--- src/rtl/lm70_spi_sequencer.sv ---
// LM70 temperature-sensor SPI read sequencer.
// Runs one read frame per request (from the start input or the periodic auto
// timer): chip-select setup, FRAME_BITS SCK pulses sampling sio MSB first,
// then a chip-select hold gap. The captured frame is left-aligned into
// temp_raw and decoded into an integer temperature and sign.
// Optional build macro LM70_SPI_SEQUENCER_AVG_EN: report the mean of every
// 4 consecutive frames instead of each frame.
module lm70_spi_sequencer #(
    parameter int SCK_DIV     = 2,
    parameter int FRAME_BITS  = 16,
    parameter int CS_SETUP    = 4,
    parameter int CS_HOLD     = 4,
    parameter int AUTO_PERIOD = 1024
) (
    input  logic        clk,
    input  logic        rst,
    input  logic        start,
    input  logic        auto_en,
    input  logic        sio,
    output logic        cs_n,
    output logic        sck,
    output logic        busy,
    output logic        temp_valid,
    output logic [15:0] temp_raw,
    output logic [7:0]  temp_int,
    output logic        temp_neg
);

    // The phase counter is shared by SETUP, SHIFT (one SCK period) and HOLD,
    // so it must cover the longest of the three.
    localparam int CNT_MAX = (CS_SETUP > CS_HOLD)
                           ? ((CS_SETUP > 2*SCK_DIV) ? CS_SETUP : 2*SCK_DIV)
                           : ((CS_HOLD  > 2*SCK_DIV) ? CS_HOLD  : 2*SCK_DIV);
    localparam int CNT_W   = $clog2(CNT_MAX + 1);
    localparam int AUTO_W  = $clog2(AUTO_PERIOD + 1);
    localparam int ALIGN   = 16 - FRAME_BITS;

    localparam logic [CNT_W-1:0]  SETUP_LAST = CNT_W'(CS_SETUP - 1);
    localparam logic [CNT_W-1:0]  HOLD_LAST  = CNT_W'(CS_HOLD - 1);
    localparam logic [CNT_W-1:0]  SCK_RISE   = CNT_W'(SCK_DIV - 1);
    localparam logic [CNT_W-1:0]  SCK_FALL   = CNT_W'(2*SCK_DIV - 1);
    localparam logic [4:0]        BIT_LAST   = 5'(FRAME_BITS - 1);
    localparam logic [AUTO_W-1:0] AUTO_LAST  = AUTO_W'(AUTO_PERIOD - 1);

    typedef enum logic [1:0] {IDLE, SETUP, SHIFT, HOLD} state_t;

    // Negative readings clamp to 0; otherwise bits 14:7 are whole degrees
    // (LM70 LSB is 0.25 C at bit 5 of the left-aligned word).
    function automatic logic [7:0] sat_int(input logic [15:0] raw);
        return raw[15] ? 8'd0 : raw[14:7];
    endfunction

`ifdef LM70_SPI_SEQUENCER_AVG_EN
    // Mean of four: arithmetic shift of the signed sum, truncating.
    function automatic logic [15:0] avg4(input logic signed [17:0] sum);
        logic signed [17:0] q;
        q = sum >>> 2;
        return q[15:0];
    endfunction
`endif

    state_t              state_q;
    logic [CNT_W-1:0]    cnt_q;
    logic [4:0]          bit_q;
    logic [15:0]         shift_q;
    logic                pend_q;
    logic [AUTO_W-1:0]   acnt_q;
    logic                cs_n_q;
    logic                sck_q;
    logic                busy_q;
    logic                tvalid_q;
    logic [15:0]         temp_raw_q;
    logic                auto_hit;
    logic [15:0]         frame_raw_d;

`ifdef LM70_SPI_SEQUENCER_AVG_EN
    logic signed [17:0]  acc_q;
    logic signed [17:0]  acc_sum_d;
    logic [1:0]          fcnt_q;

    assign acc_sum_d = acc_q + {{2{frame_raw_d[15]}}, frame_raw_d};
`endif

    assign auto_hit    = auto_en && (acnt_q == AUTO_LAST);
    assign frame_raw_d = shift_q << ALIGN;

    // Free-running auto-request timer, held at zero while auto_en is low.
    always_ff @(posedge clk) begin
        if (rst || !auto_en) begin
            acnt_q <= '0;
        end else if (auto_hit) begin
            acnt_q <= '0;
        end else begin
            acnt_q <= acnt_q + AUTO_W'(1);
        end
    end

    // Frame sequencer: state, pending auto request, shifter and registered outputs.
    always_ff @(posedge clk) begin
        if (rst) begin
            state_q    <= IDLE;
            cnt_q      <= '0;
            bit_q      <= '0;
            shift_q    <= '0;
            pend_q     <= 1'b0;
            cs_n_q     <= 1'b1;
            sck_q      <= 1'b0;
            busy_q     <= 1'b0;
            tvalid_q   <= 1'b0;
            temp_raw_q <= '0;
`ifdef LM70_SPI_SEQUENCER_AVG_EN
            acc_q      <= '0;
            fcnt_q     <= '0;
`endif
        end else begin
            tvalid_q <= 1'b0;
            // Auto requests arriving mid-frame collapse into one pending flag.
            if (state_q != IDLE && auto_hit) begin
                pend_q <= 1'b1;
            end
            case (state_q)
                IDLE: begin
                    if (start || pend_q || auto_hit) begin
                        state_q <= SETUP;
                        cnt_q   <= '0;
                        shift_q <= '0;
                        pend_q  <= 1'b0;
                        cs_n_q  <= 1'b0;
                        busy_q  <= 1'b1;
                    end
                end
                SETUP: begin
                    if (cnt_q == SETUP_LAST) begin
                        state_q <= SHIFT;
                        cnt_q   <= '0;
                        bit_q   <= '0;
                    end else begin
                        cnt_q <= cnt_q + CNT_W'(1);
                    end
                end
                SHIFT: begin
                    // sio is captured on the edge that raises SCK.
                    if (cnt_q == SCK_RISE) begin
                        sck_q   <= 1'b1;
                        shift_q <= {shift_q[14:0], sio};
                    end
                    if (cnt_q == SCK_FALL) begin
                        sck_q <= 1'b0;
                        cnt_q <= '0;
                        if (bit_q == BIT_LAST) begin
                            state_q <= HOLD;
                            cs_n_q  <= 1'b1;
`ifdef LM70_SPI_SEQUENCER_AVG_EN
                            if (fcnt_q == 2'd3) begin
                                temp_raw_q <= avg4(acc_sum_d);
                                tvalid_q   <= 1'b1;
                                acc_q      <= '0;
                                fcnt_q     <= '0;
                            end else begin
                                acc_q  <= acc_sum_d;
                                fcnt_q <= fcnt_q + 2'd1;
                            end
`else
                            temp_raw_q <= frame_raw_d;
                            tvalid_q   <= 1'b1;
`endif
                        end else begin
                            bit_q <= bit_q + 5'd1;
                        end
                    end else begin
                        cnt_q <= cnt_q + CNT_W'(1);
                    end
                end
                HOLD: begin
                    if (cnt_q == HOLD_LAST) begin
                        state_q <= IDLE;
                        cnt_q   <= '0;
                        busy_q  <= 1'b0;
                    end else begin
                        cnt_q <= cnt_q + CNT_W'(1);
                    end
                end
                default: state_q <= IDLE;
            endcase
            // Dropping auto_en discards any pending auto request.
            if (!auto_en) begin
                pend_q <= 1'b0;
            end
        end
    end

    assign cs_n       = cs_n_q;
    assign sck        = sck_q;
    assign busy       = busy_q;
    assign temp_valid = tvalid_q;
    assign temp_raw   = temp_raw_q;
    assign temp_int   = sat_int(temp_raw_q);
    assign temp_neg   = temp_raw_q[15];

endmodule

--- config.mk ---
export PLATFORM = sky130hd
export DESIGN_NAME = lm70_spi_sequencer
export DESIGN_NICKNAME = d
export VERILOG_FILES = /design/src/rtl/lm70_spi_sequencer.sv
export SDC_FILE = /design/constraint.sdc
export NUM_CORES = 1
export LEC_CHECK = 0
export BUFFER_PORTS_ARGS = -buffer_cell sky130_fd_sc_hd__buf_2
export CAP_MARGIN = 20
export CORE_UTILIZATION = 61
export DETAILED_ROUTE_END_ITERATION = 10
export PLACE_DENSITY_LB_ADDON = 0.1
export SYNTH_ARGS = -nofsm -noshare
export SYNTH_HDL_FRONTEND = slang
export SYNTH_SLANG_ARGS = --single-unit
--- constraint.sdc ---
create_clock -name clk -period 4 [get_ports clk]
set_input_delay 0 -clock clk [delete_from_list [all_inputs] [get_ports clk]]
set_output_delay 0 -clock clk [all_outputs]
set_load 0.02 [all_outputs]
==> flow_summary.json, run 1 <==
{
  "cts_resized": 0,
  "dr.pass1.iters": 4,
  "post-place-cells": 364,
  "start_kind": "register",
  "crit_chain": "ha_1, nand4_2, or4_1, a21oi_4, mux2i_1",
  "skew_ps": 7.15,
  "antenna_cells": 0,
  "setup_ws_ps": 1470,
  "clk_path_buf_depth": 2,
  "first_iter_violations": 101,
  "io_buffers": 33,
  "period_needed_ps": 2530,
  "finalWeightedCongestion": 0.761,
  "totalWireLength_mm": 4.69,
  "die_h_um": 68.1,
  "dp_hpwl_mm": 2.98,
  "outcome": "finished clean",
  "crit_family": "simple AND/OR/NAND/NOR gates",
  "cts_buffers": 9,
  "core_mm2": 0.00409,
  "fillers": 323,
  "synth.area.top_cells": "dfxtp_1, mux2i_1, nand2_1",
  "via_per_inst": 5.30,
  "wl_per_cell_um": 12.3,
  "worst_hold_path_type": "primary input to register",
  "grt_pass1_vias": 1789,
  "ir_worst_vdd_mv": 0.300,
  "ys_types": 40,
  "path_buf_inv": 0,
  "grt_overflow": 0,
  "post-place-ws_ps": 1510,
  "finalHoldViolCount": 0,
  "clk_pin_slew_ps": 60,
  "finalMaxSlewViolations": 0,
  "rsz0062_at_grt": "no",
  "drv_cap": 0,
  "synth_seq_area_share_pct": 43.5,
  "area_growth_pct": 13.1,
  "powerDensity_mw_per_mm2": 509,
  "end_kind": "register",
  "clk_latency_ps": 330,
  "fmaxAchievable_ghz": 0.395,
  "crit_path_max_fanout": 16,
  "die_w_um": 68.1,
  "clock_sinks": 58,
  "vias": 2021,
  "place_area_mm2": 0.00279,
  "synth_cells": 299,
  "die-area_mm2": 0.00464,
  "drc_errors": 0,
  "start_util_pct": 65.3,
  "final_cell_count_no_fill": 381,
  "avgSynthCellArea_um2": 8.93,
  "worstMarginPinSlew_ps": 925,
  "final_nets": 342,
  "setup_viol": 0,
  "ys_ff_latch": 58,
  "antenna_left": 0,
  "worst-endpoint-required_ps": 4250,
  "crit_arrival_ps": 2790,
  "globalRouteTotalUtil_pct": 22.1,
  "syn_nets": 314,
  "crit_type": "register to register",
  "fin_crit_sh_pct": 63.4,
  "grt_max_degree": 69,
  "final_cell_mix": "dfxtp_1, nand2_1, buf_2, a21oi_1",
  "drive_above_1_share_pct": 14.8,
  "p_leak_nw": 1.21,
  "rows": 23,
  "final-seq-area_mm2": 0.00116,
  "antenna_found_initial": 0,
  "syn_area_mm2": 0.00267,
  "ios": 34,
  "critPathMaxStageDelay_ps": 750,
  "grt_pass1_wl_mm": 7.49,
  "synth_top_area_cell": "dfxtp_1",
  "tritoncts": "built",
  "yosys_warnings": 0,
  "tns_ps": 0,
  "design_area_mm2": 0.00302,
  "synth.top_cell.area_share_pct": 43.5,
  "timing.slew.headroom_pct": 38.3,
  "multi_input_area_mm2": 0.00137,
  "htreeDepth": 3,
  "slowest_stage": "or4_1",
  "layout_commonest_cell": "dfxtp_1",
  "hold_ws_ps": 143,
  "cts-root-buf": "clkbuf_8"
}
==> kinds of logic (layout without fill, tap and decap cells) <==
| group | after synthesis | in the layout | synth area share (%) |
|---|---|---|---|
| AO/OA/AOI/OAI | 42 | 42 | 9.42 |
| XOR/XNOR | 9 | 9 | 2.95 |
| adder cells (fa/ha/maj) | 10 | 10 | 4.69 |
| buffers and inverters | 27 | 59 | 5.11 |
| flip-flops | 58 | 58 | 43.5 |
| multiplexers | 19 | 19 | 7.13 |
| AND/OR/NAND/NOR | 134 | 134 | 27.2 |
==> stage by stage <==
stage | util (%) | total power (W)
global placement | 68.4 | 0.000994
global route | 73.9 | 0.00160
CTS | 73.9 | 0.00154
finish | 73.9 | 0.00153
floorplan | - | 0.000972
detailed placement | 68.4 | 0.000998
==> Yosys cell counts, drive strengths merged <==
library cell	instances
and2	1
and3	3
nor4b	1
inv	9
and4	1
xnor2	4
nor3	5
a22oi	2
o21a	2
and3b	1
nor4	1
o21ai	6
buf	5
o211ai	1
a21o	1
nand2b	20
o21bai	1
a211oi	2
clkbuf	13
mux2i	19
a311oi	1
xor2	5
nand3b	17
dfxtp	58
o31a	1
nand2	37
nor3b	1
nor2	20
ha	10
nand4	3
nand3	7
or4	1
a21oi	25
nor4bb	2
nor2b	13
==> routing by layer <==
layer / up-vias / wire length, um / track usage (%)
li1: 1066 / - / -
met1: 910 / 2240 / 25.2
met2: 35 / 2190 / 36.6
met5: - / 0 / 0
met4: 0 / 97 / 14.3
met3: 10 / 157 / 5.17
==> worst register-to-register path: cells and delay by family (launching register included) <==
kind	cells	cell delay, ps
muxes	1	270
and+or+nand+nor	2	910
AOI/OAI and AO/OA	1	660
adders and majority gates	1	240
DFF	1	380
==> sequential cells by signal, indices dropped and copies added, names as in the netlist, 2 cells and up <==
| signal | count |
|---|---|
| temp_raw | 16 |
| frame_raw_d | 16 |
| state_q | 2 |
| cnt_q | 3 |
| acnt_q | 11 |
| bit_q | 5 |
==> final cells by class <==
type / count / share of cell area, %
clock buffer: 13 / 5.60
clock inverter: 2 / 1.16
inverter: 9 / 1.12
multi-input combinational: 214 / 45.4
sequential: 58 / 38.5
tap: 50 / 2.07
timing repair buffer: 35 / 6.14
==> path summary, 6_finish.rpt <==
path / cells past startpoint / slack, ps / from / endpoint
setup reg to reg: 5 / 1470 / acnt_q[0]$_SDFF_PP0_ / frame_raw_d[14]$_SDFFE_PP0P_
hold / removal: 5 / 140 / start / cs_n$_SDFFE_PP1P_
hold reg to reg: 2 / 450 / temp_raw[0]$_SDFFE_PP0P_ / temp_raw[0]$_SDFFE_PP0P_
setup / recovery: 5 / 1470 / acnt_q[0]$_SDFF_PP0_ / frame_raw_d[14]$_SDFFE_PP0P_
==> timing repair <==
item,in CTS,in global routing
buffers inserted,0,0
hold endpoints to repair,3,0
hold buffers,2,0
==> power breakdown <==
group	total (W)	internal, W	switching [W]
Combinational	0.000364	0.000148	0.000216
Sequential	0.000623	0.000603	0.0000200
Clock	0.000547	0.000334	0.000213
Total	0.00153	0.00109	0.000448
Note: power is estimated with default switching activity, not from simulation.
==> run 2: changes to the inputs <==
--- a/config.mk
+++ b/config.mk
@@ -5,9 +5,10 @@
 export SDC_FILE = /design/constraint.sdc
 export NUM_CORES = 1
 export LEC_CHECK = 0
+export ABC_AREA = 1
 export BUFFER_PORTS_ARGS = -buffer_cell sky130_fd_sc_hd__buf_2
 export CAP_MARGIN = 20
-export CORE_UTILIZATION = 61
+export CORE_UTILIZATION = 51
 export DETAILED_ROUTE_END_ITERATION = 10
 export PLACE_DENSITY_LB_ADDON = 0.1
 export SYNTH_ARGS = -nofsm -noshare
==> constraint.sdc (replaced) <==
create_clock -name clk -period 2.25 [get_ports clk]
set_input_delay 0 -clock clk [delete_from_list [all_inputs] [get_ports clk]]
set_output_delay 0 -clock clk [all_outputs]
set_load 0.02 [all_outputs]
==> flow_summary.json, run 2 <==
{
  "grt_overflow": 0,
  "dr.pass1.iters": 7,
  "drv_cap": 0,
  "reg2reg_to": "cs_n$_SDFFE_PP1P_",
  "synth.area.top_cells": "dfxtp_1, nand2_1, nor2_1",
  "antenna_left": 0,
  "crit_arrival_ps": 2260,
  "period_needed_ps": 2050,
  "cts-root-buf": "clkbuf_8",
  "clk_latency_ps": 340,
  "die_w_um": 74.5,
  "dp_hpwl_mm": 3.35,
  "final_cell_mix": "nand2_1, nor2_1, dfxtp_1, a21oi_1, inv_1",
  "reg2regPathDepth": 10,
  "synthFlopType": "dfxtp_1",
  "ios": 34,
  "post-place-cells": 455,
  "wl_per_cell_um": 10.9,
  "hold_end": "sck$_SDFFE_PP0P_",
  "setup_viol": 0,
  "first_iter_violations": 113,
  "path_buf_inv": 2,
  "post-place-ws_ps": 220,
  "r2r_slack_ps": 200,
  "finalWeightedCongestion": 0.801,
  "worst_hold_path_type": "register to register",
  "rows": 26,
  "antenna_cells": 0,
  "clk_path_buf_depth": 2,
  "crit_chain": "ha_1, inv_1, nor2_1, ha_1, nand2_1, nor2_1, inv_1, nand2_1, nand3_1, nand3_1",
  "via_per_inst": 4.83,
  "worstReg2RegStart": "bit_q[0]$_SDFFE_PP0P_",
  "grt_max_degree": 42,
  "htreeDepth": 3,
  "finalHoldViolCount": 0,
  "powerDensity_mw_per_mm2": 971,
  "critPathMaxStageDelay_ps": 480,
  "antenna_found_initial": 0,
  "fin_crit_sh_pct": 91.2,
  "final_cell_count_no_fill": 476,
  "die_h_um": 74.5,
  "synth_cells": 368,
  "ys_ff_latch": 58,
  "totalWireLength_mm": 5.20,
  "timing.slew.headroom_pct": 57.0,
  "slowest_stage": "inv_1",
  "crit_path_max_fanout": 24,
  "fin_util_pct": 60.4,
  "worst-endpoint-required_ps": 2460,
  "final_nets": 417,
  "rsz0062_at_grt": "no",
  "area_growth_pct": 14.3,
  "yosys_warnings": 0,
  "ir_worst_vdd_mv": 0.606,
  "worstMarginPinSlew_ps": 644,
  "synth_most_common_cell": "nand2_1",
  "tns_ps": 0,
  "syn_nets": 383,
  "start_kind": "register",
  "crit_type": "register to register",
  "synth.top_cell.area_share_pct": 43.3,
  "tritoncts": "built",
  "end_kind": "register",
  "outcome": "finished with violations",
  "async_reset_ff_share_pct": 0,
  "synth_edf_count": 0,
  "skew_ps": 5.02,
  "globalRouteTotalUtil_pct": 19.7,
  "ys_types": 28,
  "synth_top_area_cell": "dfxtp_1",
  "clk_pin_slew_ps": 60,
  "drive_above_1_share_pct": 16.3,
  "cts_buffers": 9,
  "violations": "design-rule violations",
  "setup_ws_ps": 197,
  "grt_pass1_wl_mm": 8.25,
  "finalMaxSlewViolations": 0,
  "vias": 2300,
  "drc_errors": 1,
  "syn_area_mm2": 0.00268,
  "clock_sinks": 58,
  "holdPathStages": 2,
  "synth_seq_area_share_pct": 43.3,
  "io_buffers": 33,
  "avgSynthCellArea_um2": 7.28,
  "fmaxAchievable_ghz": 0.487,
  "start_util_pct": 52.8,
  "p_leak_nw": 1.37,
  "cts_setup_buffers": 0,
  "crit_family": "simple AND/OR/NAND/NOR gates",
  "die-area_mm2": 0.00555,
  "core_mm2": 0.00507,
  "hold_start": "sck$_SDFFE_PP0P_",
  "synthTopCellsByCount": "nand2_1, nor2_1, dfxtp_1, a21oi_1, inv_1",
  "grt_pass1_vias": 1950,
  "layout_commonest_cell": "nand2_1"
}
## run 2: changes by cell type after synthesis, moves of 18 or more
cell,change
nor2_1,+41
nand2_1,+30
inv_1,+27
nand2b_1,-20
nand3_1,+20
mux2i_1,-19
a21oi_1,+18
## run 2: worst min-delay path, delay by kind of cell (launching register included)
kind	cells	cell delay, ps
buf+inv	1	50
compound gates	1	50
flops	1	310
## run 2: through the flow
step | hold slack (ps) | instance area (um^2) | total power (W)
4_1_cts | 443 | 3050 | 0.00298
3_5_place_dp | 264 | 2840 | 0.00218
6_report | 451 | 3060 | 0.00297
5_1_grt | 477 | 3060 | 0.00320
3_3_place_gp | 263 | 2840 | 0.00215
2_1_floorplan | 69.1 | 2680 | 0.00206
## run 2: area by class of cell
class | instances | area [um^2]
Fill cell | 502 | 2010
Multi-Input combinational cell | 254 | 1270
Sequential cell | 58 | 1160
Timing Repair Buffer | 42 | 245
Inverter | 37 | 139
Clock buffer | 9 | 124
Tap cell | 70 | 87.6
Clock inverter | 6 | 35.0
## run 2: worst max-delay path by stage
stage                                endpoint  slack, ps  depth (start not counted)                     from
finish                      cs_n$_SDFFE_PP1P_        200                         10    bit_q[0]$_SDFFE_PP0P_
CTS                     cnt_q[0]$_SDFFE_PP0P_        100                          8  state_q[0]$_SDFFE_PP0P_
detailed placement          cs_n$_SDFFE_PP1P_        220                         10    bit_q[0]$_SDFFE_PP0P_
floorplan           temp_raw[10]$_SDFFE_PP0P_        700                         10    bit_q[0]$_SDFFE_PP0P_
global placement            cs_n$_SDFFE_PP1P_        330                         10    bit_q[0]$_SDFFE_PP0P_
global route                cs_n$_SDFFE_PP1P_         20                         11    bit_q[0]$_SDFFE_PP0P_
## run 2: cell families after synthesis
family                   count (synthesis)  share of synthesized area [%]
AO/OA/AOI/OAI                           66                           12.5
XOR/XNOR                                 3                          0.981
adder cells (fa/ha/maj)                 10                           4.67
buffers and inverters                   57                           9.67
flip-flops                              58                           43.3
AND/OR/NAND/NOR                        174                           28.8
## run 2: power by group
group / total [W] / switching [W] / internal, W
clock network: 0.000784 / 0.000401 / 0.000383
logic: 0.000942 / 0.000592 / 0.000350
registers: 0.00125 / 0.0000919 / 0.00115
## run 2: timing repair
action | in CTS | in global routing
setup endpoints to repair | 0 | 1
hold buffers | 5 | 0
endpoints found under the hold margin | 7 | 0
resized for setup | 0 | 1
## run 2: metal layers
| metal | vias up | share of wire (%) | track usage (%) | routed length (um) |
|---|---|---|---|---|
| met2 | 38 | 44 | 31.1 | 2280 |
| met3 | 13 | 3.1 | 4.47 | 160 |
| met4 | 0 | 2.4 | 11.3 | 126 |
| li1 | 1243 | - | - | - |
| met5 | - | 0 | 0 | 0 |
| met1 | 1006 | 51 | 24.6 | 2630 |
